--- config.mk ---
export PLATFORM = sky130hd
export DESIGN_NAME = fpm_operand_unpack
export DESIGN_NICKNAME = d
export VERILOG_FILES = /design/src/rtl/fp32_pkg.sv /design/src/rtl/fp32_unpack.sv /design/src/rtl/fpm_operand_unpack.sv
export SDC_FILE = /design/constraint.sdc
export NUM_CORES = 1
export LEC_CHECK = 0
export ABC_AREA = 1
export CELL_PAD_IN_SITES_DETAIL_PLACEMENT = 1
export CELL_PAD_IN_SITES_GLOBAL_PLACEMENT = 2
export CORE_MARGIN = 2
export CORE_UTILIZATION = 27
export CTS_BUF_LIST = sky130_fd_sc_hd__clkbuf_8
export CTS_CLUSTER_DIAMETER = 120
export DETAILED_ROUTE_END_ITERATION = 16
export GPL_ROUTABILITY_DRIVEN = 0
export GPL_TIMING_DRIVEN = 0
export PLACE_DENSITY_LB_ADDON = 0.1
export SLEW_MARGIN = 20
export SYNTH_ARGS = -nofsm -noshare
export SYNTH_HDL_FRONTEND = slang
export SYNTH_SLANG_ARGS = --single-unit
export TNS_END_PERCENT = 50
--- constraint.sdc ---
create_clock -name clk -period 1.45 [get_ports clk]
set_input_delay 0.29 -clock clk [delete_from_list [all_inputs] [get_ports clk]]
set_output_delay 0.29 -clock clk [all_outputs]
set_load 0.1 [all_outputs]
--- src/rtl/fp32_pkg.sv ---
// Shared IEEE-754 binary32 field geometry and the unpacked-operand payload.
package fp32_pkg;

  localparam int unsigned FP_W     = 32;
  localparam int unsigned EXP_W    = 8;
  localparam int unsigned FRAC_W   = 23;
  localparam int unsigned MAN_W    = 33;
  localparam int unsigned BIAS     = 127;
  localparam int unsigned SIGN_BIT = 31;
  localparam int unsigned EXP_MSB  = 30;
  localparam int unsigned EXP_LSB  = 23;

  typedef struct packed {
    logic             sign;
    logic [EXP_W-1:0] exp;
    logic [MAN_W-1:0] man;
  } fp32_fields_t;

endpackage

--- src/rtl/fp32_unpack.sv ---
// Splits one binary32 word into sign, biased exponent and zero-extended
// significand with the hidden bit restored (hidden = 0 for zero/denormals).
module fp32_unpack
  import fp32_pkg::*;
(
  input  logic [FP_W-1:0] op,
  output fp32_fields_t    fields_c
);

  logic hidden_c;

  always_comb begin
    fields_c      = '0;
    hidden_c      = |op[EXP_MSB:EXP_LSB];
    fields_c.sign = op[SIGN_BIT];
    fields_c.exp  = op[EXP_MSB:EXP_LSB];
    // Inf/NaN keep hidden = 1 and their payload; classification is downstream.
    fields_c.man  = MAN_W'({hidden_c, op[FRAC_W-1:0]});
  end

endmodule

--- src/rtl/fpm_operand_unpack.sv ---
// Multiplier front end: capture operands, unpack them, register raw words
// and fields together. Fixed 2-cycle latency, one pair per cycle, no stall.
module fpm_operand_unpack
  import fp32_pkg::*;
(
  input  logic             clk,
  input  logic             rst,
  input  logic [FP_W-1:0]  a,
  input  logic [FP_W-1:0]  b,
  output logic [FP_W-1:0]  a_q,
  output logic [FP_W-1:0]  b_q,
  output logic [MAN_W-1:0] man_a,
  output logic [MAN_W-1:0] man_b,
  output logic [EXP_W-1:0] exp_a,
  output logic [EXP_W-1:0] exp_b,
  output logic             sign_a,
  output logic             sign_b
);

  logic [FP_W-1:0] a1;
  logic [FP_W-1:0] b1;
  fp32_fields_t    fa_c;
  fp32_fields_t    fb_c;

  fp32_unpack u_unpack_a (
    .op       (a1),
    .fields_c (fa_c)
  );

  fp32_unpack u_unpack_b (
    .op       (b1),
    .fields_c (fb_c)
  );

  // Stage 1 captures raw operands; stage 2 registers raw words plus fields.
  always_ff @(posedge clk or negedge rst) begin
    if (!rst) begin
      a1     <= '0;
      b1     <= '0;
      a_q    <= '0;
      b_q    <= '0;
      man_a  <= '0;
      man_b  <= '0;
      exp_a  <= '0;
      exp_b  <= '0;
      sign_a <= 1'b0;
      sign_b <= 1'b0;
    end else begin
      a1     <= a;
      b1     <= b;
      a_q    <= a1;
      b_q    <= b1;
      man_a  <= fa_c.man;
      man_b  <= fb_c.man;
      exp_a  <= fa_c.exp;
      exp_b  <= fb_c.exp;
      sign_a <= fa_c.sign;
      sign_b <= fb_c.sign;
    end
  end

endmodule

Word-level counts from Yosys, hierarchy flattened
Cells that the tools add are included.

word-level totals
  input bits = 66
  output and inout bits = 148
  flip-flop bits (word level) = 194
  logic and storage cells = 12

cells by class
  reductions and logical operators = 2

operator list
  kind              count
  $reduce_or A8 Y1  2

Longest topological paths before layout
Gate-level depths: netlist of run 1.

  word-level depth = 1
  gate-level depth with buffers = 4
  gate-level depth less buffers = 4

Hierarchy
A second synthesis of run 1 with hierarchy kept.

unflattened totals
  cell total of the unflattened synthesis = 328
  area, all modules = 6055.8 sq um

modules (own cells, without submodules)
  module              area each (sq um)  cells an instance  times used  sequential area each (sq um)
  fpm_operand_unpack  5305.1             212                1           5305.1
  fp32_unpack         375.4              58                 2           0.0

Worst setup path before layout of run 1
No wires, ideal clock.

  path type = flip-flop to output port
  start point = register a_q[31]
  end point = output a_q[31]
  data required time = 1.160 ns
  setup slack = -0.164 ns
  cell stages (with the launch flop) = 2
  data arrival time = 1.324 ns
  path buffers = 1
  cell sequence = dfrtp_1 buf_4

RTL lines
  what                    RTL line                  RTL
  from (decl)             fpm_operand_unpack.sv:10  output logic [FP_W-1:0] a_q,
  from (signal assigned)  fpm_operand_unpack.sv:40  a_q <= '0;
  from (signal assigned)  fpm_operand_unpack.sv:51  a_q <= a1;

No word-level cell between the ends.

==> results.json, run 1 <==
{
  "outcome": "completed",
  "boundaryPins": 214,
  "io_buffers": 195,
  "grt_usage_pct": 11.8,
  "fin_cells": 673,
  "cts_tree": "built",
  "critPathRequiredTime_ns": 1.16,
  "drt_iter0_markers": 47,
  "dr_total_vias": 2432,
  "cp.arrival_ns": 1.14,
  "synth_cell_type_count": 6,
  "die_w_um": 125,
  "die_area_um2": 15700,
  "p_leak_nw": 3.53,
  "grt_busiest_layer": "met2",
  "hpwl_um": 6160,
  "yosysWarningCount": 0,
  "insertedDiodeCount": 0,
  "core_um2": 14500,
  "path_delay_family": "flip-flops",
  "die_h_um": 125,
  "drt_pass1_iterations": 2,
  "cts_sinks": 130,
  "cts_setup_buffers": 0,
  "worstSetupPathType": "reg -> out",
  "ant_nets": 0,
  "clock_skew_ns": 0.00868,
  "crit_fanout": 2,
  "routed_wl_um": 8710,
  "wire_per_inst_um": 12.9,
  "rows": 44,
  "cts.htree.levels": 4,
  "grt_pass1_wl_um": 14000,
  "final_util_pct": 51.4,
  "grt.met1_usage_pct": 12.3,
  "hold-worst-slack_ns": 0.292,
  "drv_slew": 0,
  "min_path_type": "in -> reg",
  "grt_max_degree": 67,
  "antenna_found_initial": 1,
  "synth_area_leaders": "dfrtp_1 82%, buf_4 15%, inv_1 1.5%",
  "path_buf_inv": 2,
  "clk_latency_ns": 0.43,
  "peakVddDrop_v": 0.000513,
  "clk_path_buf_depth": 2,
  "final_nets": 542,
  "finalCritPeriodShare_pct": 98.3,
  "worstPathCellList": "buf_6, buf_12",
  "path_clk_slew_ns": 0.07,
  "clock-root-buffer": "clkbuf_8",
  "cp.depth": 2,
  "grt_use_met2_pct": 19.8,
  "synthCells": 243,
  "syn2layout_area_growth_pct": 86.8,
  "cts_buffers": 17,
  "period_minus_slack_ns": 1.43,
  "drv_cap": 0,
  "r2r_cells": 4,
  "syn_area_um2": 3990,
  "grt_overflow_total": 0,
  "max_freq_mhz": 702,
  "max_stage_delay_ns": 0.43,
  "setup_viol": 0,
  "dp_cells": 640,
  "synth_top_area_share_pct": 81.6,
  "ys_ff_latch": 130,
  "end_kind": "primary output",
  "synth.avg_cell_area_um2": 16.4,
  "rsz0062_at_grt": "true",
  "totalPowerFinal_mw": 9.41,
  "worst_path_max_delay_cell": "dfrtp_2",
  "drcViolationCount": 0,
  "synth_top_area_cell": "dfrtp_1",
  "met3_usage_pct": 5.78,
  "holdPathStages": 1,
  "drive_gt1_share_pct": 56.6,
  "yosysSeqAreaShare_pct": 81.6,
  "viasPerCell": 3.61,
  "initial_core_util_pct": 27.5,
  "hold_violations": 0,
  "worst_setup_path_start_kind": "flip-flop",
  "grt_pass1_vias": 2730,
  "p_per_area_nw_per_um2": 1260
}
## cells by family (layout without fill, tap and decap cells)
family	count (synthesis)	in the layout	share of synthesized area (%)
other	1	18	0.0941
buffers and inverters	98	327	17.0
AND/OR/NAND/NOR	14	14	1.32
flip-flops	130	130	81.6
## metrics by stage
stage / worst slack (ns) / area, um2 / setup TNS, ns
after floorplan: -0.164 / 4090 / -5.25
after global placement: -5.34 / 6270 / -692.14
after detailed placement: -0.448 / 6300 / -46.41
after CTS: -0.0252 / 7180 / -0.205
after global routing: -0.0378 / 7450 / -1.32
final: 0.0250 / 7450 / 0
## state kept, by name, summed over array words and instances, names as in the netlist
| signal | count |
|---|---|
| man_b | 1 |
| b1 | 32 |
| exp_b | 7 |
| exp_a | 7 |
| a_q | 25 |
| man_a | 1 |
| a1 | 32 |
| b_q | 25 |
## layout make-up
cell class | count | area [um2]
flip-flops and latches | 130 | 3290
well taps | 184 | 230
fillers | 1428 | 7030
clock inverters | 11 | 86.3
plain buffers | 82 | 845
clock buffers | 21 | 289
inverters | 16 | 60.1
multi-input cells | 32 | 120
repair buffers | 197 | 2520
## synth_stat cells
master / count
buf_4: 82
conb_1: 1
dfrtp_1: 130
inv_1: 16
nand2_1: 10
nor2_1: 4
## metal layers
| metal | up-vias | share of wire, % |
|---|---|---|
| met4 | 2 | 2.1 |
| li1 | 1090 | - |
| met2 | 124 | 55 |
| met5 | - | 0.15 |
| met3 | 20 | 9.2 |
| met1 | 1196 | 33 |
## cells in the final DEF (no fill, tap or decap)
| cell | count |
|---|---|
| buf_6 | 75 |
| bufinv_16 | 1 |
| dlygate4sd3_1 | 1 |
| buf_8 | 1 |
| clkbuf_8 | 21 |
| inv_1 | 17 |
| buf_4 | 73 |
| clkdlybuf4s50_1 | 64 |
| nand2_1 | 10 |
| buf_12 | 64 |
| dfrtp_2 | 32 |
| dfrtp_1 | 98 |
| clkinv_2 | 6 |
| buf_16 | 1 |
| clkinvlp_4 | 3 |
| conb_1 | 18 |
| nor2_1 | 4 |
## power breakdown
group	switching [mW]	internal (mW)	leakage [nW]
Combinational	1.84	0.845	1.86
Sequential	0.104	3.82	1.48
Clock	1.29	1.51	0.194
Total	3.24	6.17	3.53
## path summary, 6_finish.rpt
path | to | startpoint | slack, ns
max in group asynchronous | a_q[10] | rst | 0.38
min | b1[30] | b[30] | 0.29
min in group asynchronous | b_q[30] | rst | 0.38
max | man_a[18] | a_q[18] | 0.02
max reg2reg | man_b[23] | b1[28] | 0.65
min reg2reg | a_q[19] | a1[19] | 0.34
## repair_timing
item | 4_1_cts | 5_1_grt
endpoints found under the hold margin | 65 | 0
cloned | 0 | 0
resized for setup | 983 | 64
setup endpoints to repair | 130 | 90
hold buffers | 1 | 0
Note: power is estimated with default switching activity, not from simulation.
==> run 2: changes to the inputs <==
GPL_ROUTABILITY_DRIVEN = 1   (was 0)
RECOVER_POWER = 50   (was not set)
==> results.json, run 2 (same netlist as run 1, synthesis figures left out) <==
{
  "min_path_type": "reg -> reg",
  "dpl_cell_area_um2": 6300,
  "layout_common_cells": "98 x dfrtp_1, 75 x buf_6, 73 x buf_4",
  "drt_iter0_markers": 48,
  "routed_wl_um": 8680,
  "ant_nets": 0,
  "path_clk_slew_ns": 0.07,
  "clock_skew_ns": 0.00956,
  "p_per_area_nw_per_um2": 1260,
  "core_um2": 14500,
  "rows": 44,
  "reg_top3": "a1 (32), b1 (32)",
  "cp.arrival_ns": 1.14,
  "fin_area_um2": 7450,
  "drive_gt1_share_pct": 56.6,
  "cts.htree.levels": 4,
  "setup_tns_ns": 0,
  "critPathRequiredTime_ns": 1.16,
  "peakVddDrop_v": 0.000509,
  "gp_congestion": 0.637,
  "drv_cap": 0,
  "drt_pass1_iterations": 2,
  "io_buffers": 195,
  "syn2layout_area_growth_pct": 86.9,
  "die_h_um": 125,
  "setup_viol": 0,
  "p_leak_nw": 3.55,
  "crit_fanout": 2,
  "antenna_found_initial": 2,
  "final_common_cell": "dfrtp_1",
  "wire_per_inst_um": 12.9,
  "cts_buffers": 17,
  "dp_slack_ns": -0.448,
  "finalCritPeriodShare_pct": 98.3,
  "cts_sinks": 130,
  "grt_max_degree": 67,
  "final_nets": 542,
  "final_util_pct": 51.4,
  "clock-root-buffer": "clkbuf_8",
  "worstSetupPathType": "reg -> out",
  "worst_path_max_delay_cell": "dfrtp_2",
  "grt_pass1_wl_um": 14000,
  "grt_usage_pct": 11.8,
  "max_stage_delay_ns": 0.43,
  "grt_overflow_total": 0,
  "dr_total_vias": 2430,
  "clk_path_buf_depth": 2,
  "fill_cells": 1428,
  "outcome": "completed",
  "cts_setup_buffers": 0,
  "period_minus_slack_ns": 1.43,
  "boundaryPins": 214,
  "reg2reg_slack_ns": 0.65,
  "die_area_um2": 15700,
  "viasPerCell": 3.61,
  "max_freq_mhz": 702,
  "grt_pass1_vias": 2730,
  "die_w_um": 125,
  "fin_ws_ns": 0.0250,
  "hold_violations": 0,
  "clk_latency_ns": 0.43,
  "worst_setup_path_start_kind": "flip-flop",
  "cts_tree": "built",
  "drcViolationCount": 0,
  "drv_slew": 0,
  "path_delay_family": "flip-flops",
  "path_buf_inv": 2,
  "initial_core_util_pct": 27.5,
  "hpwl_um": 6160,
  "rsz0062_at_grt": "true",
  "worstPathCellList": "buf_6, buf_12",
  "end_kind": "primary output"
}
-- run 2: cell types whose count changed in the layout (fill, tap and decap cells not counted), sizes merged --
| cell | before | now |
|---|---|---|
| diode | 0 | 1 |
| dlygate4sd3 | 1 | 65 |
| clkdlybuf4s50 | 64 | 0 |
-- run 2: area by class of cell --
cell class	instances	area (um2)	area share, %
clock buffers	21	289	3.88
clock inverters	11	86.3	1.16
plain buffers	82	845	11.3
multi-input cells	32	120	1.61
well taps	184	230	3.09
diodes	1	2.50	0.0336
inverters	16	60.1	0.806
flip-flops and latches	130	3290	44.2
repair buffers	197	2520	33.9
-- run 2: per-layer routing --
metal | vias to the layer above | routed length [um] | global-route usage, %
li1 | 1091 | - | -
met5 | - | 13 | 0
met3 | 20 | 781 | 5.78
met1 | 1193 | 2890 | 12.3
met2 | 124 | 4800 | 19.8
met4 | 2 | 187 | 6.08
-- run 2: final timing paths --
path | startpoint | to | cells past startpoint
max | a_q[18] | man_a[18] | 2
min reg2reg | a1[19] | a_q[19] | 0
max in group asynchronous | rst | a_q[10] | 3
min | a1[19] | a_q[19] | 0
min in group asynchronous | rst | b1[30] | 2
max reg2reg | b1[28] | man_b[23] | 4
-- run 2: through the flow --
step / hold slack (ns) / total power [mW] / cells
2_1_floorplan: -0.00559 / 5.71 / 260
3_3_place_gp: 0.331 / 6.34 / 639
3_5_place_dp: 0.267 / 6.36 / 640
4_1_cts: 0.255 / 9.47 / 673
5_1_grt: 0.350 / 9.77 / 674
6_report: 0.339 / 9.37 / 674
-- run 2: where the power goes --
part           leakage [nW]  internal (mW)  total [mW]  switching (mW)
Combinational          1.87          0.811        2.65            1.84
Clock                 0.194           1.51        2.80            1.29
Sequential             1.48           3.82        3.92           0.105
Total                  3.55           6.14        9.37            3.23
-- run 2: timing repair --
action                                 4_1_cts  5_1_grt
gates resized for setup                    983       64
setup endpoints to repair                  130       90
endpoints found under the hold margin       65        0
hold buffers                                 1        0
